`src/rtl/snn_spike_flatten.sv`:
```
// Spike coordinate flattener for the layer after 2D average pooling.
// Maps each (ch, y, x) spike event to a linear neuron index in (C, H, W) order.
// A two-stage index pipeline feeds a first-word-fall-through output FIFO.
// Ports:
//   clk, rst_n               clock, asynchronous active-low reset
//   enable                   gates input acceptance only
//   s_axis_input_*           input events {valid, ch, y, x} with tlast
//   m_axis_output_*          output {8'h01, pad, index}, or 32'h0 marker beats
//   clear_counters           synchronous clear of the three status counters
//   input_spike_count        accepted beats with a nonzero valid byte
//   output_spike_count       emitted beats with a nonzero valid byte
//   drop_count               out-of-range spikes discarded
//   fifo_level               current output FIFO occupancy
module snn_spike_flatten #(
    parameter int unsigned IN_WIDTH    = 14,
    parameter int unsigned IN_HEIGHT   = 14,
    parameter int unsigned IN_CHANNELS = 32,
    parameter int unsigned INDEX_WIDTH = 16,
    parameter int unsigned FIFO_DEPTH  = 16
) (
    input  logic                          clk,
    input  logic                          rst_n,
    input  logic                          enable,
    input  logic [31:0]                   s_axis_input_tdata,
    input  logic                          s_axis_input_tvalid,
    output logic                          s_axis_input_tready,
    input  logic                          s_axis_input_tlast,
    output logic [31:0]                   m_axis_output_tdata,
    output logic                          m_axis_output_tvalid,
    input  logic                          m_axis_output_tready,
    output logic                          m_axis_output_tlast,
    input  logic                          clear_counters,
    output logic [31:0]                   input_spike_count,
    output logic [31:0]                   output_spike_count,
    output logic [31:0]                   drop_count,
    output logic [$clog2(FIFO_DEPTH):0]   fifo_level
);

    localparam int unsigned PTR_W = $clog2(FIFO_DEPTH);
    localparam int unsigned LVL_W = PTR_W + 1;
    localparam int unsigned HW    = IN_HEIGHT * IN_WIDTH;

    // Stage 1: captured coordinates and partial products
    logic                   s1_valid, s1_spike, s1_tlast, s1_in_range;
    logic [INDEX_WIDTH-1:0] s1_ch_prod, s1_y_prod, s1_x;
    // Stage 2: final index and classification inputs
    logic                   s2_valid, s2_spike, s2_tlast, s2_in_range;
    logic [INDEX_WIDTH-1:0] s2_index;

    // Output FIFO storage: {tlast, tdata}
    logic [32:0]            mem [FIFO_DEPTH];
    logic [PTR_W-1:0]       wr_ptr, rd_ptr;
    logic [LVL_W-1:0]       level;
    logic                   running;

    logic                   accept, push, pop;
    logic [31:0]            push_word;
    logic [32:0]            head;
    logic [LVL_W:0]         committed;

    // Room is reserved for every beat already in the pipeline, so the FIFO can never overflow
    assign committed = (LVL_W+1)'(level) + (LVL_W+1)'(s1_valid) + (LVL_W+1)'(s2_valid);
    assign s_axis_input_tready = running && enable && (committed < (LVL_W+1)'(FIFO_DEPTH));
    assign accept = s_axis_input_tvalid && s_axis_input_tready;

    // In-range spikes carry their index; everything else that is written is a timestep marker
    assign push = s2_valid && (s2_tlast || (s2_spike && s2_in_range));
    assign push_word = (s2_spike && s2_in_range) ? (32'(s2_index) | 32'h0100_0000) : 32'h0;

    assign head = mem[rd_ptr];
    assign m_axis_output_tvalid = (level != '0);
    assign m_axis_output_tdata  = m_axis_output_tvalid ? head[31:0] : 32'h0;
    assign m_axis_output_tlast  = m_axis_output_tvalid && head[32];
    assign pop = m_axis_output_tvalid && m_axis_output_tready;
    assign fifo_level = level;

    // Index pipeline; never stalls because FIFO space is reserved at acceptance
    always_ff @(posedge clk or negedge rst_n) begin
        if (!rst_n) begin
            running     <= 1'b0;
            s1_valid    <= 1'b0;
            s1_spike    <= 1'b0;
            s1_tlast    <= 1'b0;
            s1_in_range <= 1'b0;
            s1_ch_prod  <= '0;
            s1_y_prod   <= '0;
            s1_x        <= '0;
            s2_valid    <= 1'b0;
            s2_spike    <= 1'b0;
            s2_tlast    <= 1'b0;
            s2_in_range <= 1'b0;
            s2_index    <= '0;
        end else begin
            running  <= 1'b1;
            s1_valid <= accept;
            if (accept) begin
                s1_spike    <= (s_axis_input_tdata[31:24] != 8'h00);
                s1_tlast    <= s_axis_input_tlast;
                s1_in_range <= (32'(s_axis_input_tdata[23:16]) < IN_CHANNELS) &&
                               (32'(s_axis_input_tdata[15:8])  < IN_HEIGHT) &&
                               (32'(s_axis_input_tdata[7:0])   < IN_WIDTH);
                s1_ch_prod  <= INDEX_WIDTH'(s_axis_input_tdata[23:16]) * INDEX_WIDTH'(HW);
                s1_y_prod   <= INDEX_WIDTH'(s_axis_input_tdata[15:8]) * INDEX_WIDTH'(IN_WIDTH);
                s1_x        <= INDEX_WIDTH'(s_axis_input_tdata[7:0]);
            end
            s2_valid <= s1_valid;
            if (s1_valid) begin
                s2_spike    <= s1_spike;
                s2_tlast    <= s1_tlast;
                s2_in_range <= s1_in_range;
                s2_index    <= s1_ch_prod + s1_y_prod + s1_x;
            end
        end
    end

    // FIFO storage has no reset; the level gates what is visible
    always_ff @(posedge clk) begin
        if (push) begin
            mem[wr_ptr] <= {s2_tlast, push_word};
        end
    end

    // FIFO pointers and occupancy
    always_ff @(posedge clk or negedge rst_n) begin
        if (!rst_n) begin
            wr_ptr <= '0;
            rd_ptr <= '0;
            level  <= '0;
        end else begin
            if (push) wr_ptr <= wr_ptr + PTR_W'(1);
            if (pop)  rd_ptr <= rd_ptr + PTR_W'(1);
            if (push && !pop)      level <= level + LVL_W'(1);
            else if (pop && !push) level <= level - LVL_W'(1);
        end
    end

    // Status counters; a clear overrides a coincident increment
    always_ff @(posedge clk or negedge rst_n) begin
        if (!rst_n) begin
            input_spike_count  <= '0;
            output_spike_count <= '0;
            drop_count         <= '0;
        end else if (clear_counters) begin
            input_spike_count  <= '0;
            output_spike_count <= '0;
            drop_count         <= '0;
        end else begin
            if (accept && (s_axis_input_tdata[31:24] != 8'h00))
                input_spike_count <= input_spike_count + 32'd1;
            if (pop && (head[31:24] != 8'h00))
                output_spike_count <= output_spike_count + 32'd1;
            if (s2_valid && s2_spike && !s2_in_range)
                drop_count <= drop_count + 32'd1;
        end
    end

endmodule

```
`config.mk`:
```
export PLATFORM = sky130hd
export DESIGN_NAME = snn_spike_flatten
export DESIGN_NICKNAME = d
export VERILOG_FILES = /design/src/rtl/snn_spike_flatten.sv
export SDC_FILE = /design/constraint.sdc
export NUM_CORES = 1
export LEC_CHECK = 0
export CAP_MARGIN = 20
export CORE_ASPECT_RATIO = 0.8
export CORE_MARGIN = 2
export CORE_UTILIZATION = 59
export DETAILED_ROUTE_END_ITERATION = 12
export PLACE_DENSITY = 0.78
export SYNTH_ARGS = -nofsm -noshare
export SYNTH_HDL_FRONTEND = slang
export SYNTH_SLANG_ARGS = --single-unit
```
`constraint.sdc`:
```
create_clock -name clk -period 6.2 [get_ports clk]
set_input_delay 1.24 -clock clk [delete_from_list [all_inputs] [get_ports clk]]
set_output_delay 1.24 -clock clk [all_outputs]
set_load 0.005 [all_outputs]
```
-- Word level (Yosys, flattened, before mapping)
Memories as Yosys holds them, arrays and structs flattened.
Index checks and enable logic that the tools add are counted.
- memories kept: 1
- memory bits (writable): 416
- bits of input ports: 39
- output and inout bits: 136
- register bits after elaboration: 167
- multiply operators: 2
- add/sub/neg operators: 11
- reductions and logical operators: 26
- $lt $le $gt $ge: 4
- muxes and demuxes: 12
- memories (memory ; depth ; bits a word ; rd ports ; clocked after memory_dff ; wr ports ; RTL line ; source):
    mem ; 16 ; 26 ; 1 ; 0 ; 1 ; 51 ; logic [32:0] mem [FIFO_DEPTH];
- operators with widths (kind ; count):
    32-bit 2-to-1 mux ; 7
    32-bit by 1-bit adder with 32-bit output, second input constant ; 3
    25-bit 2-to-1 mux ; 1
    16-bit by 12-bit adder with 16-bit output ; 1
    16-bit by 8-bit adder with 16-bit output ; 1
    8-bit by 4-bit < comparator with 1-bit output, second input constant ; 2
    8-bit nonzero test ; 2
    1-bit logical AND ; 15
    8-bit by 6-bit multiplier with 14-bit output, second input constant ; 1
    8-bit by 3-bit multiplier with 11-bit output, second input constant ; 1
    5-bit 2-to-1 mux ; 2
    4-bit by 1-bit adder with 4-bit output, second input constant ; 2
    8-bit by 6-bit < comparator with 1-bit output, second input constant ; 1
    2-bit nonzero test ; 4
    5-bit by 1-bit adder with 6-bit output ; 1
    6-bit by 1-bit adder with 6-bit output ; 1
    6-bit by 5-bit < comparator with 1-bit output, second input constant ; 1
    5-bit by 1-bit adder with 5-bit output, second input constant ; 1
    5-bit nonzero test ; 1
    5-bit by 1-bit subtractor with 5-bit output, second input constant ; 1
    1-bit logical NOT ; 3
    1-bit 2-to-1 mux ; 2
    1-bit logical OR ; 1

-- Depth between registers and ports, before layout
Gate-level depths: netlist of the first run.
- depth after elaboration: 8
- mapped depth: 13

-- Worst setup path before layout of the first run
OpenSTA, ideal clock, no wires.
- path type: input to register
- from: input s_axis_input_tdata[17]
- to: register s1_ch_prod[14]
- required time: 6105 ps
- library setup time: 95 ps
- stages: 13
- path slack: 2506 ps
- arrival time: 3599 ps
- cells stage by stage: ha_1 -> inv_1 -> fa_1 -> inv_1 -> ha_1 -> ha_1 -> inv_1 -> fa_1 -> nor2b_1 -> o21ai_0 -> a21o_1 -> and3b_1 -> o31ai_1
- longest elaborated chain between the ends: 1
- RTL lines (what ; RTL line ; source):
    from (decl) ; 24 ; input logic [31:0] s_axis_input_tdata,
    8-bit by 6-bit multiplier with 14-bit output ; 102 ; s1_ch_prod <= INDEX_WIDTH'(s_axis_input_tdata[23:16]) * INDEX_WIDTH'(HW);
    to (signal assigned) ; 102 ;
    to (decl) ; 45 ; logic [INDEX_WIDTH-1:0] s1_ch_prod, s1_y_prod, s1_x;
No other way between the ends.
A chain may end at the register's enable or synchronous reset.

-- Worst setup path in the final report of the first run
- from: register level[1] (netlist: fifo_level[1])
- to: output m_axis_output_tdata[4]
- longest elaborated chain between the ends: 2
- RTL lines (what ; RTL line ; source):
    from (decl) ; 53 ; logic [LVL_W-1:0] level;
    from (signal assigned) ; 132 ; if (push && !pop) level <= level + LVL_W'(1);
    from (signal assigned) ; 133 ; else if (pop && !push) level <= level - LVL_W'(1);
    5-bit nonzero test ; 71 ; assign m_axis_output_tvalid = (level != '0);
    32-bit 2-to-1 mux ; 72 ; assign m_axis_output_tdata = m_axis_output_tvalid ? head[31:0] : 32'h0;
    to (decl) ; 28 ; output logic [31:0] m_axis_output_tdata,
No other way between the ends.

==> qor.txt, run 1 <==
Mean Syn Cell Area: 14.13 µm²
Worst EP required: 4.96 ns
Storage cell area: 12830 µm²
Simple-gate share of the synthesized area: 11.26%
Area leader, netlist: edfxtp_1
Nets: 1794
Synth Register Bits: 455
DR vias/cell: 6.041
Worst rel slew slack: 34.38%
Worst-path cell chain: nor4_1 > nand2_1 > and2_1 > clkdlybuf4s50_1
Dpl hpwl: 29790 µm
Final Max Tran Viols: 0
Antenna fix cells: 0
Multi-input logic area: 7770 µm²
P&R area growth vs syn: 16.84%
CTS sink cnt: 455
Worst min-delay path class: reg -> reg
Critical-path maximum fanout: 19
Core area: 35030 µm²
Yosys warning count: 0
Max incr delay on CP: 0.87 ns
Synth Area in Compound Gates: 5.009%
Critical path's slowest cell: nor4_1
Largest net degree at the start of global routing: 70
Number of distinct library cells after synthesis: 70
R2r worst-path depth: 11
Ranking of synthesized cells by area: edfxtp_1 41%, dfrtp_1 20%, mux4_2 9.6%, ha_1 4.4%, nand2_1 2.1%
# rows: 61
Worst VDD drop: 249.2 µV
Worst-margin pin slew: 0.9753 ns
# Max-Cap Violations: 0
Skew-Pair Late Insertion Delay: 0.56 ns
FMAX: 0.2060 GHz
Drt first pass iters: 5
First-pass GRT wire length: 75140 µm
Residual DRC: 0
Sequential share of the synthesized area: 60.70%
Fraction of registers with async set/reset: 36.70%
Layout cells sized above 1: 12.46%
Post-synthesis mux area share: 10.64%
CTS Root Cell: clkbuf_16
Starting density of the core: 60.33%
Synth Flop Type: edfxtp_1
DR WL/cell: 22.13 µm
Final GP Congestion: 0.8190
I/O Buffers: 159
Final WL: 47920 µm
Hold buffers post-CTS: 0
Horiz. Die Dim: 215.6 µm
Gr ovfl total: 0
CP startpoint kind: register
CTS max path bufs: 3
Hold depth: 2
Worst Setup Path Type: reg -> out
Cells after synthesis: 1496
Status: finished clean
Vias in the first global route: 13110
Iteration-0 DRC count of the detailed router: 1262
Pwr dens: 342.2 nW/µm²
Setup bufs post-CTS: 0
Fin crit share: 78.31%
Initial antenna violation count: 1
Die height: 173.3 µm
CTS clock-pin slew for the worst setup and hold paths: 0.06 ns
Mapped cell area: 21130 µm²
RSZ-0062 raised after global routing: false
Setup TNS: 0 ns
IO Pins: 175
Overall Global Routing Usage: 25.92%
Detail Route Antenna Nets: 0
Synth Area in Adders: 6.240%
Post-Route Skew: 0.02102 ns
CTS tree: done
CTS Buf Count: 44
Hold WS: 0.4837 ns
Final Hold Fails: 0
CTS H-Tree Depth: 2
Synth Area in XOR/XNOR: 3.274%
Fillers: 2282
Largest family of logic cells by synthesized area: simple AND/OR/NAND/NOR gates
Die area: 37360 µm²
Fin crit period: 4.855 ns
EDFF count, synth: 288
Via count: 13080
Leakage: 9.827 nW
# setup viols final: 0
Critical Path AT: 3.62 ns
Post-CTS resize count: 0
Top cell type's share of synthesized area: 40.92%
Crit end category: primary output
-- area by class of cell --
class                      count  share of cell area (%)
multi-input combinational    919                   31.47
clock inverter                20                  0.8310
timing repair buffer         185                   7.616
tap                          472                   2.392
clock buffer                  58                   4.875
inverter                      56                  0.8513
sequential                   455                   51.97
-- cell usage in the layout (no fill, tap or decap), types with 9 or more instances in the layout --
cell / n
a21oi_1: 57
edfxtp_1: 288
nand3_1: 39
fa_1: 19
conb_1: 16
clkdlybuf4s50_1: 157
nor4_1: 23
xnor2_1: 50
and2_1: 46
clkbuf_16: 44
nand4_1: 31
xor2_1: 29
nand2_1: 121
or4_1: 22
a21o_1: 12
o31ai_1: 20
inv_1: 54
mux2_2: 14
nor2_1: 76
clkbuf_1: 9
dfrtp_1: 165
buf_4: 16
nor3_1: 12
nor2b_1: 9
mux4_2: 90
and3_1: 24
o21ai_0: 36
or3_1: 21
ha_1: 75
-- power by group --
part	internal (W)	switching [W]
registers	0.00343	0.000375
logic	0.000971	0.00103
clock network	0.00150	0.00114
-- cells in the mapped netlist, drive strengths merged (20+ instances only) --
library cell	n
edfxtp	288
dfrtp	167
nand2	121
mux4	90
nor2	76
ha	75
a21oi	58
inv	55
xnor2	50
and2	46
o21ai	44
buf	41
nand3	40
clkbuf	39
nand4	31
xor2	29
and3	24
nor4	24
or4	23
or3	21
o31ai	20
-- sequential cells by signal (all words and copies together), names as in the netlist, 5 cells and up --
register / count
drop_count: 32
fifo_level: 5
input_spike_count: 32
mem: 288
output_spike_count: 32
s1_ch_prod: 14
s1_x: 8
s1_y_prod: 11
s2_index: 16
-- per-layer routing --
layer | up-vias | part of all wire [%] | global-route usage [%]
met3 | 82 | 6.2 | 3.526
met1 | 6591 | 42 | 36.86
met4 | 0 | 2.6 | 7.787
li1 | 5922 | - | -
met5 | - | 0 | 0
met2 | 484 | 49 | 42.31
-- cell families after synthesis --
kind of cell / count (synthesis)
mux: 110
simple gates: 453
xor+xnor: 79
compound gates: 167
flops: 455
buf+inv: 136
fa+ha+maj: 94
other cells: 2
-- through the flow --
stage	setup WS, ns	total power (W)	instance area (µm²)	instances	util [%]
3_3_place_gp	1.910	0.005784	23150	2079	66.08
2_1_floorplan	2.506	0.005230	21190	1510	-
5_1_grt	1.101	0.008861	24690	2165	70.48
4_1_cts	1.276	0.008499	24650	2163	70.36
3_5_place_dp	1.827	0.005854	23240	2085	66.34
6_report	1.345	0.008449	24690	2165	70.48
-- path summary, 6_finish.rpt --
check	start	to	slack [ns]
worst max-delay path	fifo_level[1]$_DFFE_PN0P_	m_axis_output_tdata[4]	1.34
worst min-delay path	s1_x[0]$_DFFE_PN0P_	s1_x[0]$_DFFE_PN0P_	0.48
max in group asynchronous	rst_n	input_spike_count[2]$_DFFE_PN0P_	4.38
min in group asynchronous	rst_n	output_spike_count[19]$_DFFE_PN0P_	0.68
worst min register to register	s1_x[0]$_DFFE_PN0P_	s1_x[0]$_DFFE_PN0P_	0.48
worst max register to register	fifo_level[1]$_DFFE_PN0P_	fifo_level[4]$_DFFE_PN0P_	2.62
-- worst max-delay path, delay by kind of cell (launching register included) --
kind | cells | cell delay (ns)
buffers and inverters | 1 | 0.49
flip-flops | 1 | 0.46
AND/OR/NAND/NOR | 3 | 2.10
Note: power is estimated with default switching activity, not from simulation.
==> run 2, diff against run 1 <==
Settings changed: CORE_UTILIZATION 59 to 53, PLACE_DENSITY 0.78 to 0.74.
Clock period 6.2 ns to 4.2 ns, I/O delays scaled along.
==> qor.txt, run 2 (synthesis gave the netlist of run 1 again) <==
Status: finished clean
Hold buffers post-CTS: 0
FMAX: 0.2493 GHz
Worst min-delay path class: in -> async
CTS tree: done
Initial antenna violation count: 0
Vias in the first global route: 12980
Largest net degree at the start of global routing: 85
Via count: 13070
Worst rel slew slack: 26.56%
Fin crit period: 4.011 ns
RSZ-0062 raised after global routing: false
CTS max path bufs: 3
Final Hold Fails: 0
Skew-Pair Late Insertion Delay: 0.57 ns
IO Pins: 175
Antenna fix cells: 0
Starting density of the core: 53.69%
CTS H-Tree Depth: 2
Residual DRC: 0
Final GP Congestion: 0.8328
Die height: 182.6 µm
# Max-Cap Violations: 0
Die area: 41500 µm²
Core Util, Final: 63.21%
CTS Root Cell: clkbuf_16
Commonest non-fill, non-tap cell in the layout: edfxtp_1
Sw power: 0.003772 W
Drt first pass iters: 5
CP startpoint kind: register
Placed cell area: 23400 µm²
First-pass GRT wire length: 73430 µm
Critical Path AT: 3.17 ns
Tot Pwr: 0.01259 W
Worst EP required: 3.36 ns
Nets: 1805
Iteration-0 DRC count of the detailed router: 1143
Sequential Power Share: 43.4%
CTS sink cnt: 455
DR vias/cell: 5.823
Worst Setup Path Type: reg -> out
Fin crit share: 95.51%
Horiz. Die Dim: 227.3 µm
Worst-margin pin slew: 1.102 ns
Most frequent cells in the layout: 288 x edfxtp_1, 165 x dfrtp_1, 157 x clkdlybuf4s50_1
Critical-path maximum fanout: 17
Layout cells sized above 1: 13.11%
CTS clock-pin slew for the worst setup and hold paths: 0.06 ns
Post-route cell area: 24880 µm²
Setup TNS: 0 ns
Overall Global Routing Usage: 23.16%
Power Internal: 0.008819 W
Non-filler cells, final: 2244
I/O Buffers: 159
Fillers: 2943
Gr ovfl total: 0
Core area: 39360 µm²
Final Max Tran Viols: 0
Leakage: 9.901 nW
Clock share of power: 31.5%
Final WL: 46930 µm
DR WL/cell: 20.91 µm
# rows: 65
CTS Buf Count: 45
Dpl hpwl: 29220 µm
Post-Route Skew: 0.02999 ns
Switch share: 29.96%
# setup viols final: 0
P&R area growth vs syn: 17.73%
Crit end category: primary output
Max FFs per register: 288
Pwr dens: 506.0 nW/µm²
Worst VDD drop: 427.7 µV
Detail Route Antenna Nets: 0
Inst Count DP: 2159
Comb power frac: 25.1%
Biggest register: mem
run 2: cell count changes in the layout (fill, tap and decap cells not counted), sizes merged:
| cell | change |
|---|---|
| clkinv | +3 |
| buf | +10 |
| clkbuf | +3 |
| inv | -1 |
run 2: through the flow:
stage / hold slack, ns / setup slack, ns
finish: 0.3267 / 0.1885
global route: 0.3854 / 0.06023
CTS: 0.3505 / 0.1267
detailed placement: 0.4779 / 0.2337
global placement: 0.4539 / 0.3167
floorplan: 0.3945 / 0.9060
run 2: cell type report:
cell class / instances / area (µm²) / share of cell area (%)
timing repair buffer: 195 / 1938 / 7.789
multi-input combinational: 919 / 7770 / 31.23
inverter: 56 / 210.2 / 0.8448
clock inverter: 22 / 235.2 / 0.9454
clock buffer: 61 / 1225 / 4.923
tap: 536 / 670.6 / 2.695
sequential: 455 / 12830 / 51.57
run 2: worst paths after layout:
check / cells after the start / to / slack [ns] / from
min reg2reg: 2 / s1_ch_prod[8]$_DFFE_PN0P_ / 0.49 / s1_ch_prod[8]$_DFFE_PN0P_
max reg2reg: 6 / mem[15][14]$_DFFE_PP_ / 0.97 / s2_spike$_DFFE_PN0P_
min: 1 / output_spike_count[23]$_DFFE_PN0P_ / 0.33 / rst_n
min in group clk: 2 / s1_ch_prod[8]$_DFFE_PN0P_ / 0.49 / s1_ch_prod[8]$_DFFE_PN0P_
max: 5 / m_axis_output_tdata[6] / 0.19 / rd_ptr[0]$_DFFE_PN0P_
max in group asynchronous: 2 / input_spike_count[25]$_DFFE_PN0P_ / 2.96 / rst_n
run 2: power by group through the flow:
stage,logic [W],clock network (W),registers [W]
after floorplan,0.00237,0,0.00535
after global placement,0.00306,0,0.00558
after detailed placement,0.00310,0,0.00559
after CTS,0.00319,0.00403,0.00548
after global routing,0.00353,0.00422,0.00552
final,0.00316,0.00396,0.00547
run 2: what timing repair did:
item,CTS,global route
buffers inserted,1,0
setup endpoints to repair,1,0
resized for setup,0,0
run 2: critical path, cell delays in order, from the launching register on:
cell and delay, ns:
dfrtp_4 0.67, buf_12 0.25, mux4_2 0.54, mux4_2 0.51, and2_1 0.17, clkdlybuf4s50_1 0.45
run 2: layer usage:
layer	wire, µm	track usage, %	up-vias
li1	-	-	5947
met2	22080	35.90	429
met3	3106	3.494	81
met4	1295	6.902	0
met5	0	0	-
met1	20440	34.25	6609
